`src/rtl/uart_comm_ctrl.sv`:
```
// -----------------------------------------------------------------------------
// uart_comm_ctrl
//   Protocol controller between the UART byte engines and the hashing core.
//   - Parses framed commands from the RX byte stream (0x01 job load, 0x02 ping).
//   - Assembles JOB_BYTES payload bytes into the job word (first byte -> job[7:0]).
//   - Buffers one golden nonce and reports it as 0x80 + 4 bytes LSB first.
//   - Arbitrates the TX byte channel: nonce > ack (0x81) > ping (0x82),
//     whole frames only, one TX_WAIT cycle after every write strobe.
//   Optional feature, macro UART_COMM_CTRL_DROP_CNT_EN: 8-bit saturating count
//   of dropped nonces, reported as 0x83 + count on command 0x03 (lowest priority).
//
// Ports
//   clk          in   UART clock (16x baud), the only clock
//   reset_n      in   asynchronous active-low reset
//   rx_flag      in   one-cycle strobe, rx_byte valid
//   rx_byte      in   received byte
//   tx_busy      in   UART transmitter busy
//   tx_we        out  one-cycle write strobe to the transmitter
//   tx_data      out  byte to transmit, valid while tx_we is high
//   nonce_valid  in   one-cycle strobe, nonce valid
//   nonce        in   golden nonce
//   job          out  last complete job (job[255:0] midstate, job[351:256] data)
//   job_valid    out  one-cycle pulse when job updates
// -----------------------------------------------------------------------------
module uart_comm_ctrl #(
  parameter int unsigned JOB_BYTES      = 44,
  parameter logic [15:0] TIMEOUT_CYCLES = 16'd40000
) (
  input  logic                     clk,
  input  logic                     reset_n,
  input  logic                     rx_flag,
  input  logic [7:0]               rx_byte,
  input  logic                     tx_busy,
  output logic                     tx_we,
  output logic [7:0]               tx_data,
  input  logic                     nonce_valid,
  input  logic [31:0]              nonce,
  output logic [JOB_BYTES*8-1:0]   job,
  output logic                     job_valid
);

  localparam int unsigned JOB_W = JOB_BYTES * 8;
  localparam int unsigned CNT_W = $clog2(JOB_BYTES + 1);

  typedef enum logic {IDLE, LOAD} rx_state_t;
  typedef enum logic [1:0] {TX_IDLE, TX_SEND, TX_WAIT} tx_state_t;
  typedef enum logic [1:0] {FR_NONCE, FR_ACK, FR_PING, FR_STAT} frame_t;

  // ---------------------------------------------------------------------------
  // RX parser
  // ---------------------------------------------------------------------------
  rx_state_t        r_rx_state;
  logic [JOB_W-1:0] r_shift;
  logic [CNT_W-1:0] r_cnt;
  logic [15:0]      r_tmo;
  logic [JOB_W-1:0] r_job;
  logic             r_job_valid;

  logic             w_expired;
  logic             w_cmd;
  logic             w_start;
  logic             w_load_byte;
  logic             w_last;
  logic [JOB_W-1:0] w_shifted;
  logic             w_ping_set;
  logic             w_ack_set;

  // r_tmo counts idle cycles since the last rx_flag, so a byte arriving with a
  // gap of G cycles sees r_tmo == G-1; a gap of TIMEOUT_CYCLES hits the limit.
  assign w_expired   = (r_tmo >= (TIMEOUT_CYCLES - 16'd1));
  // A byte landing after the gap has expired is parsed as a fresh command.
  assign w_cmd       = rx_flag && ((r_rx_state == IDLE) || w_expired);
  assign w_start     = w_cmd && (rx_byte == 8'h01);
  assign w_ping_set  = w_cmd && (rx_byte == 8'h02);
  assign w_load_byte = rx_flag && (r_rx_state == LOAD) && !w_expired;
  assign w_shifted   = {rx_byte, r_shift[JOB_W-1:8]};
  assign w_last      = w_load_byte && (r_cnt == CNT_W'(JOB_BYTES - 1));
  assign w_ack_set   = w_last;

  always_ff @(posedge clk or negedge reset_n) begin
    if (!reset_n) begin
      r_rx_state  <= IDLE;
      r_shift     <= '0;
      r_cnt       <= '0;
      r_tmo       <= '0;
      r_job       <= '0;
      r_job_valid <= 1'b0;
    end else begin
      r_job_valid <= 1'b0;

      if (rx_flag)
        r_tmo <= '0;
      else if (r_tmo != '1)
        r_tmo <= r_tmo + 16'd1;

      if (w_start) begin
        r_rx_state <= LOAD;
        r_cnt      <= '0;
      end else if ((r_rx_state == LOAD) && w_expired) begin
        r_rx_state <= IDLE;
      end else if (w_load_byte) begin
        r_shift <= w_shifted;
        r_cnt   <= r_cnt + CNT_W'(1);
        if (w_last) begin
          r_job       <= w_shifted;
          r_job_valid <= 1'b1;
          r_rx_state  <= IDLE;
        end
      end
    end
  end

  assign job       = r_job;
  assign job_valid = r_job_valid;

  // ---------------------------------------------------------------------------
  // Pending flags and nonce buffer
  // ---------------------------------------------------------------------------
  logic        r_nonce_pend;
  logic [31:0] r_nonce;
  logic        r_ack_pend;
  logic        r_ping_pend;

  logic        w_nonce_clr;
  logic        w_ack_clr;
  logic        w_ping_clr;
  logic        w_nonce_cap;

  // The slot counts as free in the cycle its last byte is issued.
  assign w_nonce_cap = nonce_valid && (!r_nonce_pend || w_nonce_clr);

  always_ff @(posedge clk or negedge reset_n) begin
    if (!reset_n) begin
      r_nonce_pend <= 1'b0;
      r_nonce      <= '0;
      r_ack_pend   <= 1'b0;
      r_ping_pend  <= 1'b0;
    end else begin
      r_nonce_pend <= w_nonce_cap | (r_nonce_pend & ~w_nonce_clr);
      r_ack_pend   <= w_ack_set   | (r_ack_pend   & ~w_ack_clr);
      r_ping_pend  <= w_ping_set  | (r_ping_pend  & ~w_ping_clr);
      if (w_nonce_cap)
        r_nonce <= nonce;
    end
  end

`ifdef UART_COMM_CTRL_DROP_CNT_EN
  logic       r_stat_pend;
  logic [7:0] r_drop_cnt;
  logic       w_stat_set;
  logic       w_stat_clr;
  logic       w_drop;

  assign w_stat_set = w_cmd && (rx_byte == 8'h03);
  assign w_drop     = nonce_valid && !w_nonce_cap;

  always_ff @(posedge clk or negedge reset_n) begin
    if (!reset_n) begin
      r_stat_pend <= 1'b0;
      r_drop_cnt  <= '0;
    end else begin
      r_stat_pend <= w_stat_set | (r_stat_pend & ~w_stat_clr);
      // A drop coinciding with the count byte starts the next count at one.
      if (w_stat_clr)
        r_drop_cnt <= w_drop ? 8'd1 : 8'd0;
      else if (w_drop && (r_drop_cnt != '1))
        r_drop_cnt <= r_drop_cnt + 8'd1;
    end
  end
`endif

  // ---------------------------------------------------------------------------
  // TX arbiter
  // ---------------------------------------------------------------------------
  tx_state_t r_tx_state;
  frame_t    r_kind;
  logic [2:0] r_idx;
  logic      r_frame_done;
  logic      r_tx_we;
  logic [7:0] r_tx_data;

  logic       w_any;
  frame_t     w_sel;
  frame_t     w_cur_kind;
  logic [2:0] w_cur_idx;
  logic [2:0] w_last_idx;
  logic       w_issue;
  logic       w_issue_last;
  logic [7:0] w_byte;

  always_comb begin
    w_any = 1'b1;
    w_sel = FR_ACK;
    if (r_nonce_pend)
      w_sel = FR_NONCE;
    else if (r_ack_pend)
      w_sel = FR_ACK;
    else if (r_ping_pend)
      w_sel = FR_PING;
`ifdef UART_COMM_CTRL_DROP_CNT_EN
    else if (r_stat_pend)
      w_sel = FR_STAT;
`endif
    else
      w_any = 1'b0;
  end

  // In TX_IDLE the first byte of the selected frame goes out directly, which
  // gives the two-cycle nonce_valid -> tx_we latency.
  assign w_cur_kind = (r_tx_state == TX_IDLE) ? w_sel : r_kind;
  assign w_cur_idx  = (r_tx_state == TX_IDLE) ? 3'd0 : r_idx;
  assign w_issue    = !tx_busy &&
                      (((r_tx_state == TX_IDLE) && w_any) || (r_tx_state == TX_SEND));

  always_comb begin
    w_last_idx = 3'd0;
    w_byte     = '0;
    unique case (w_cur_kind)
      FR_NONCE: begin
        w_last_idx = 3'd4;
        case (w_cur_idx)
          3'd0:    w_byte = 8'h80;
          3'd1:    w_byte = r_nonce[7:0];
          3'd2:    w_byte = r_nonce[15:8];
          3'd3:    w_byte = r_nonce[23:16];
          default: w_byte = r_nonce[31:24];
        endcase
      end
      FR_ACK:  w_byte = 8'h81;
      FR_PING: w_byte = 8'h82;
      FR_STAT: begin
        w_last_idx = 3'd1;
`ifdef UART_COMM_CTRL_DROP_CNT_EN
        w_byte = (w_cur_idx == 3'd0) ? 8'h83 : r_drop_cnt;
`else
        w_byte = 8'h83;
`endif
      end
      default: w_byte = '0;
    endcase
  end

  assign w_issue_last = w_issue && (w_cur_idx == w_last_idx);
  assign w_nonce_clr  = w_issue_last && (w_cur_kind == FR_NONCE);
  assign w_ack_clr    = w_issue_last && (w_cur_kind == FR_ACK);
  assign w_ping_clr   = w_issue_last && (w_cur_kind == FR_PING);
`ifdef UART_COMM_CTRL_DROP_CNT_EN
  assign w_stat_clr   = w_issue_last && (w_cur_kind == FR_STAT);
`endif

  always_ff @(posedge clk or negedge reset_n) begin
    if (!reset_n) begin
      r_tx_state   <= TX_IDLE;
      r_kind       <= FR_NONCE;
      r_idx        <= '0;
      r_frame_done <= 1'b0;
      r_tx_we      <= 1'b0;
      r_tx_data    <= '0;
    end else begin
      r_tx_we <= 1'b0;
      unique case (r_tx_state)
        TX_IDLE: begin
          if (w_any) begin
            r_kind <= w_sel;
            if (w_issue) begin
              r_tx_we      <= 1'b1;
              r_tx_data    <= w_byte;
              r_idx        <= 3'd1;
              r_frame_done <= w_issue_last;
              r_tx_state   <= TX_WAIT;
            end else begin
              r_idx      <= 3'd0;
              r_tx_state <= TX_SEND;
            end
          end
        end
        TX_SEND: begin
          if (w_issue) begin
            r_tx_we      <= 1'b1;
            r_tx_data    <= w_byte;
            r_idx        <= r_idx + 3'd1;
            r_frame_done <= w_issue_last;
            r_tx_state   <= TX_WAIT;
          end
        end
        TX_WAIT: begin
          r_tx_state <= r_frame_done ? TX_IDLE : TX_SEND;
        end
        default: r_tx_state <= TX_IDLE;
      endcase
    end
  end

  assign tx_we   = r_tx_we;
  assign tx_data = r_tx_data;

endmodule

```
`config.mk`:
```
export PLATFORM = sky130hd
export DESIGN_NAME = uart_comm_ctrl
export DESIGN_NICKNAME = d
export VERILOG_FILES = /design/src/rtl/uart_comm_ctrl.sv
export SDC_FILE = /design/constraint.sdc
export NUM_CORES = 1
export LEC_CHECK = 0
export ABC_CLOCK_PERIOD_IN_PS = 3000
export CORE_UTILIZATION = 55
export DETAILED_ROUTE_END_ITERATION = 7
export GPL_ROUTABILITY_DRIVEN = 0
export GPL_TIMING_DRIVEN = 1
export HOLD_SLACK_MARGIN = 0.08
export PLACE_DENSITY = 0.77
export SLEW_MARGIN = 10
export SYNTH_ARGS = -nofsm -noshare
export SYNTH_HDL_FRONTEND = slang
export SYNTH_SLANG_ARGS = --single-unit
```
`constraint.sdc`:
```
create_clock -name clk -period 3 [get_ports clk]
set_clock_uncertainty 0.2 [all_clocks]
set_input_delay 0.6 -clock clk [delete_from_list [all_inputs] [get_ports clk]]
set_output_delay 0.6 -clock clk [all_outputs]
set_load 0.01 [all_outputs]
```
== After elaboration in Yosys (flattened, before gate mapping) ==
Cells that the tools add are included.
Operators by class
  equal/unequal tests: 16
  add/sub/neg operators: 3
  reduce and logical (&&, ||, !) cells: 36
  order comparisons: 1
  bitwise logic cells: 12
  mux-type cells: 42
Operators with widths (number)
  $pmux W8 S4: 2
  $mux W16: 2
  $mux W6: 3
  $mux W1: 17
  $add A16 B1 Y16 const B: 1
  $ge A16 B16 Y1 const B: 1
  $mux W8: 2
  $ne A16 B16 Y1 const B: 1
  $pmux W8 S2: 1
  $logic_and A1 B1 Y1: 14
  $mux W2: 7
  $pmux W3 S2: 2
  $reduce_and A2 Y1: 5
  $mux W3: 3
  $eq A8 B1 Y1 const B: 1
  $eq A8 B2 Y1 const B: 1
  $add A6 B1 Y6 const B: 1
  $eq A2 B2 Y1 const B: 3
  $eq A3 B2 Y1 const B: 2
  $eq A6 B6 Y1 const B: 1
  $ne A2 B2 Y1 const B: 3
  $not A1 Y1: 6
  $pmux W2 S3: 1
  $reduce_and A3 Y1: 2
  14 further kinds: 28
Storage, ports and cells
  logic and storage cells: 126
  input port bits: 45
  output and inout bits: 362
  register bits: 780

== Depth between registers and ports, before layout ==
  word-level depth: 12
  gate-level depth with buffers: 9
  mapped depth without buffers: 7

== Worst setup path before layout ==
OpenSTA, ideal clock, no wires.
  path kind: flip-flop to flip-flop
  start: reg r_tmo[0]
  end: reg r_job[264] (netlist: job[264])
  clock period less this slack: 2.737 ns
  data arrival time: 2.409 ns
  cell stages (with the launch flop): 10
  library setup time: 0.128 ns
  required time: 2.672 ns
  buffers on the path: 2
  slack: 0.263 ns
  cell sequence: dfrtp_1 -> ha_1 -> and4_1 -> a211o_1 -> a211oi_2 -> nand2_1 -> inv_2 -> buf_4 -> buf_4 -> mux2_1
On the way
  word-level cells in the longest chain between the ends: 6
Ends and longest elaborated chain
  start, declared: line 55  | logic [15:0] r_tmo;
  start signal, assigned: line 94  | r_tmo <= r_tmo + 16'd1;
  $ge A16 B16 Y1 *: line 70  | assign w_expired = (r_tmo >= (TIMEOUT_CYCLES - 16'd1));
  $logic_or A1 B1 Y1: line 72  | assign w_cmd = rx_flag && ((r_rx_state == IDLE) || w_expired);
  $logic_and A1 B1 Y1: line 72
  $logic_and A1 B1 Y1: line 73  | assign w_start = w_cmd && (rx_byte == 8'h01);
  $not A1 Y1 (no source line)
  $reduce_and A4 Y1 (no source line) *
  end signal, assigned: line 105  | r_job <= w_shifted;
  end, declared: line 56  | logic [JOB_W-1:0] r_job;
Every way passes the cells marked *; elsewhere a longest branch is shown, timed or not.
A chain may end at the register's enable or synchronous reset.

== Worst setup path after layout ==
  start: reg r_tmo[0]
  end: reg r_job[80] (netlist: job[80])
Same word-level chain as after synthesis.

==> impl_metrics.env <==
export IMPL_grt_pass1_wl_um=100900
export IMPL_syn_area_um2=29300
export IMPL_hold_class="flip-flop to flip-flop"
export IMPL_crit_family="compound AO/OA/AOI/OAI gates"
export IMPL_cp_cell_sequence="ha_1 -> and4_1 -> a211o_4 -> a211oi_4 -> nand2_4 -> buf_12 -> buf_12 -> mux2_1"
export IMPL_wl_per_cell_um=20.69
export IMPL_die_h_um=232.8
export IMPL_max_cap_viol_count=0
export IMPL_layout_cells_non_filler=3040
export IMPL_start_kind="flip-flop"
export IMPL_min_period_over_period=0.9729
export IMPL_cts_buffers=78
export IMPL_first_iter_violations=714
export IMPL_vdd_drop_max_uv=503.7
export IMPL_syn2layout_area_growth_pct=27.98
export IMPL_nNetsFinal=2335
export IMPL_synth_seq_area_share=0.6594
export IMPL_start_util=0.5575
export IMPL_end_kind="flip-flop"
export IMPL_slowest_stage="dfrtp_1"
export IMPL_slowest_delay_ns=0.42
export IMPL_grt_antenna_before_repair=3
export IMPL_p_leak_nw=18.59
export IMPL_grt_pass1_vias=17999
export IMPL_portBuffers=406
export IMPL_drt_total_wl_um=62890
export IMPL_dpl_hpwl_um=43250
export IMPL_setup_viol=0
export IMPL_yosys_area_top_type="dfrtp_1"
export IMPL_p_sw_frac=0.2170
export IMPL_synth_avg_cell_area_um2=16.18
export IMPL_fmax_mhz=342.6
export IMPL_yosys_cell_count_top_type="dfrtp_1"
export IMPL_num_vias=16644
export IMPL_switching_power_mw=4.730
export IMPL_timing_reg2reg_setup_slack_ns=0.08
export IMPL_clkTransAtPathRegs_ns=0.06
export IMPL_yosysTopAreaCellShare=0.6594
export IMPL_ys_ff_latch=772
export IMPL_ys_top_cells_by_count="dfrtp_1, mux2_2, mux2_1"
export IMPL_timing_hold_ws_ns=0.2715
export IMPL_p_seq_frac=0.498
export IMPL_die_w_um=232.8
export IMPL_clock_latency_ns=0.61
export IMPL_synth_edf_count=0
export IMPL_grt_max_degree=71
export IMPL_slew_headroom=0.4650
export IMPL_grt_usage=0.2392
export IMPL_drc=0
export IMPL_core_area_um2=52550
export IMPL_rows=84
export IMPL_period_needed_ns=2.919
export IMPL_cellPowerDensity_nw_per_um2=581.3
export IMPL_p_comb_frac=0.053
export IMPL_drive_gt1_frac=0.2906
export IMPL_drv_slew=0
export IMPL_via_per_inst=5.475
export IMPL_htree_levels=3
export IMPL_ant_nets=0
export IMPL_power_mw=21.80
export IMPL_path_buf_inv=2
export IMPL_yosys_warnings=0
export IMPL_status="finished, final reports clean"
export IMPL_ios=407
export IMPL_tritoncts="yes"
export IMPL_synth_fp_nets=1859
export IMPL_syn_inst=1811
export IMPL_placed_cells=2891
export IMPL_synth_async_reset_ratio=1.000
export IMPL_synthTopCellsByArea="dfrtp_1, mux2_2, mux2_1, buf_2, xnor2_1"
export IMPL_worst_pin_slew_ns=0.7952
export IMPL_cp_arrival_ns=3.20
export IMPL_crit_fanout=52
export IMPL_clkPwrFrac=0.449
export IMPL_gr_total_overflow=0
export IMPL_ys_flop_type="dfrtp_1"
export IMPL_tns_ns=0
export IMPL_path_common_cell="buf_12"
export IMPL_cts_root_buf="clkbuf_16"
export IMPL_clock_sinks=772
export IMPL_intPower_mw=17.07
export IMPL_clk_path_buf_depth=3
export IMPL_dieArea_um2=54200
export IMPL_cp_required_ns=3.28
export IMPL_first_pass_iters=5
export IMPL_ys_types=54
export IMPL_worst_setup_path_type="flip-flop to flip-flop"
export IMPL_hold_violations=0
-- worst paths after layout --
path / startpoint / to / depth (start not counted)
worst max-delay path: r_tmo[0] / job[80] / 8
worst min-delay path: tx_data[3] / tx_data[3] / 2
worst max register to register: r_tmo[0] / job[80] / 8
worst min register to register: tx_data[3] / tx_data[3] / 2
max in group asynchronous: reset_n / r_shift[153] / 4
min in group asynchronous: reset_n / job[344] / 2
-- layer usage --
layer	share of wire	wire [µm]	vias to the layer above	GRT usage
met2	0.49	30970	380	0.3838
met5	0.00027	17	-	0
li1	-	-	7424	-
met4	0.019	1168	2	0.07108
met1	0.44	27600	8757	0.3325
met3	0.050	3147	81	0.04620
-- kinds of logic (layout without fill, tap and decap cells) --
logic type	after synthesis	in the layout	share of synthesized area
AO/OA/AOI/OAI	70	70	0.01614
buffers and inverters	100	639	0.01653
flip-flops	772	772	0.6594
adder cells (fa/ha/maj)	3	3	0.001281
multiplexers	738	738	0.2833
other	0	2	0
AND/OR/NAND/NOR	112	112	0.01862
XOR/XNOR	16	16	0.004783
-- repair_timing --
| item | 4_1_cts | 5_1_grt |
|---|---|---|
| setup endpoints to repair | 0 | 187 |
| hold buffers | 1 | 0 |
| endpoints found under the hold margin | 39 | 0 |
| buffers inserted | 0 | 3 |
| resized for setup | 0 | 3 |
-- state kept, by name (all words and copies together), names as in the netlist, 2 cells and up --
signal      cells
r_tx_state      2
tx_data         8
r_kind          2
r_nonce        32
r_shift       344
r_idx           3
job           352
r_cnt           6
r_tmo          16
-- power groups by stage --
stage          combinational, mW  clock, mW  sequential [mW]
2_1_floorplan              0.577          0             11.0
4_1_cts                     1.16       10.0             10.9
3_3_place_gp                1.11          0             11.0
5_1_grt                     1.27       10.4             10.9
6_report                    1.15       9.79             10.9
3_5_place_dp                1.16          0             11.0
-- cells in the final DEF (no fill, tap or decap), drive strengths merged, types with 4 or more instances in the layout --
cell	synthesis	layout
nor2	30	30
nand3	15	15
nor3	7	7
clkbuf	14	118
mux2	730	730
clkinv	0	13
nand2	28	28
mux2i	8	8
and3	4	4
a21oi	21	21
xnor2	14	14
dfrtp	772	772
clkdlybuf4s50	0	405
o221ai	4	4
buf	77	81
inv	9	13
nor4	4	4
nor2b	5	5
nand4	6	6
a21o	4	4
bufinv	0	5
a211oi	6	6
o21ai	14	14
-- per-stage QoR --
stage	util	worst slack [ns]	instance area (µm²)
2_1_floorplan	-	0.2630	29300
6_report	0.7135	0.08121	37500
5_1_grt	0.7135	-0.005781	37490
3_5_place_dp	0.6625	0.09247	34810
4_1_cts	0.7127	0.05233	37450
3_3_place_gp	0.6625	0.1543	34810
-- worst min-delay path, cell delays in order (launching register included) --
cell and delay [ns]:
dfrtp_1 0.34, nand2_1 0.05, nand2_1 0.05
-- cell type report --
cell class	count	area [µm²]
clock inverters	25	284.0
fillers	3275	15050
flip-flops and latches	772	19320
repair buffers	487	5125
inverters	9	38.79
well taps	688	860.8
diodes	2	5.005
clock buffers	118	2345
multi-input cells	939	9520
Power figures use the tool's default switching activity.
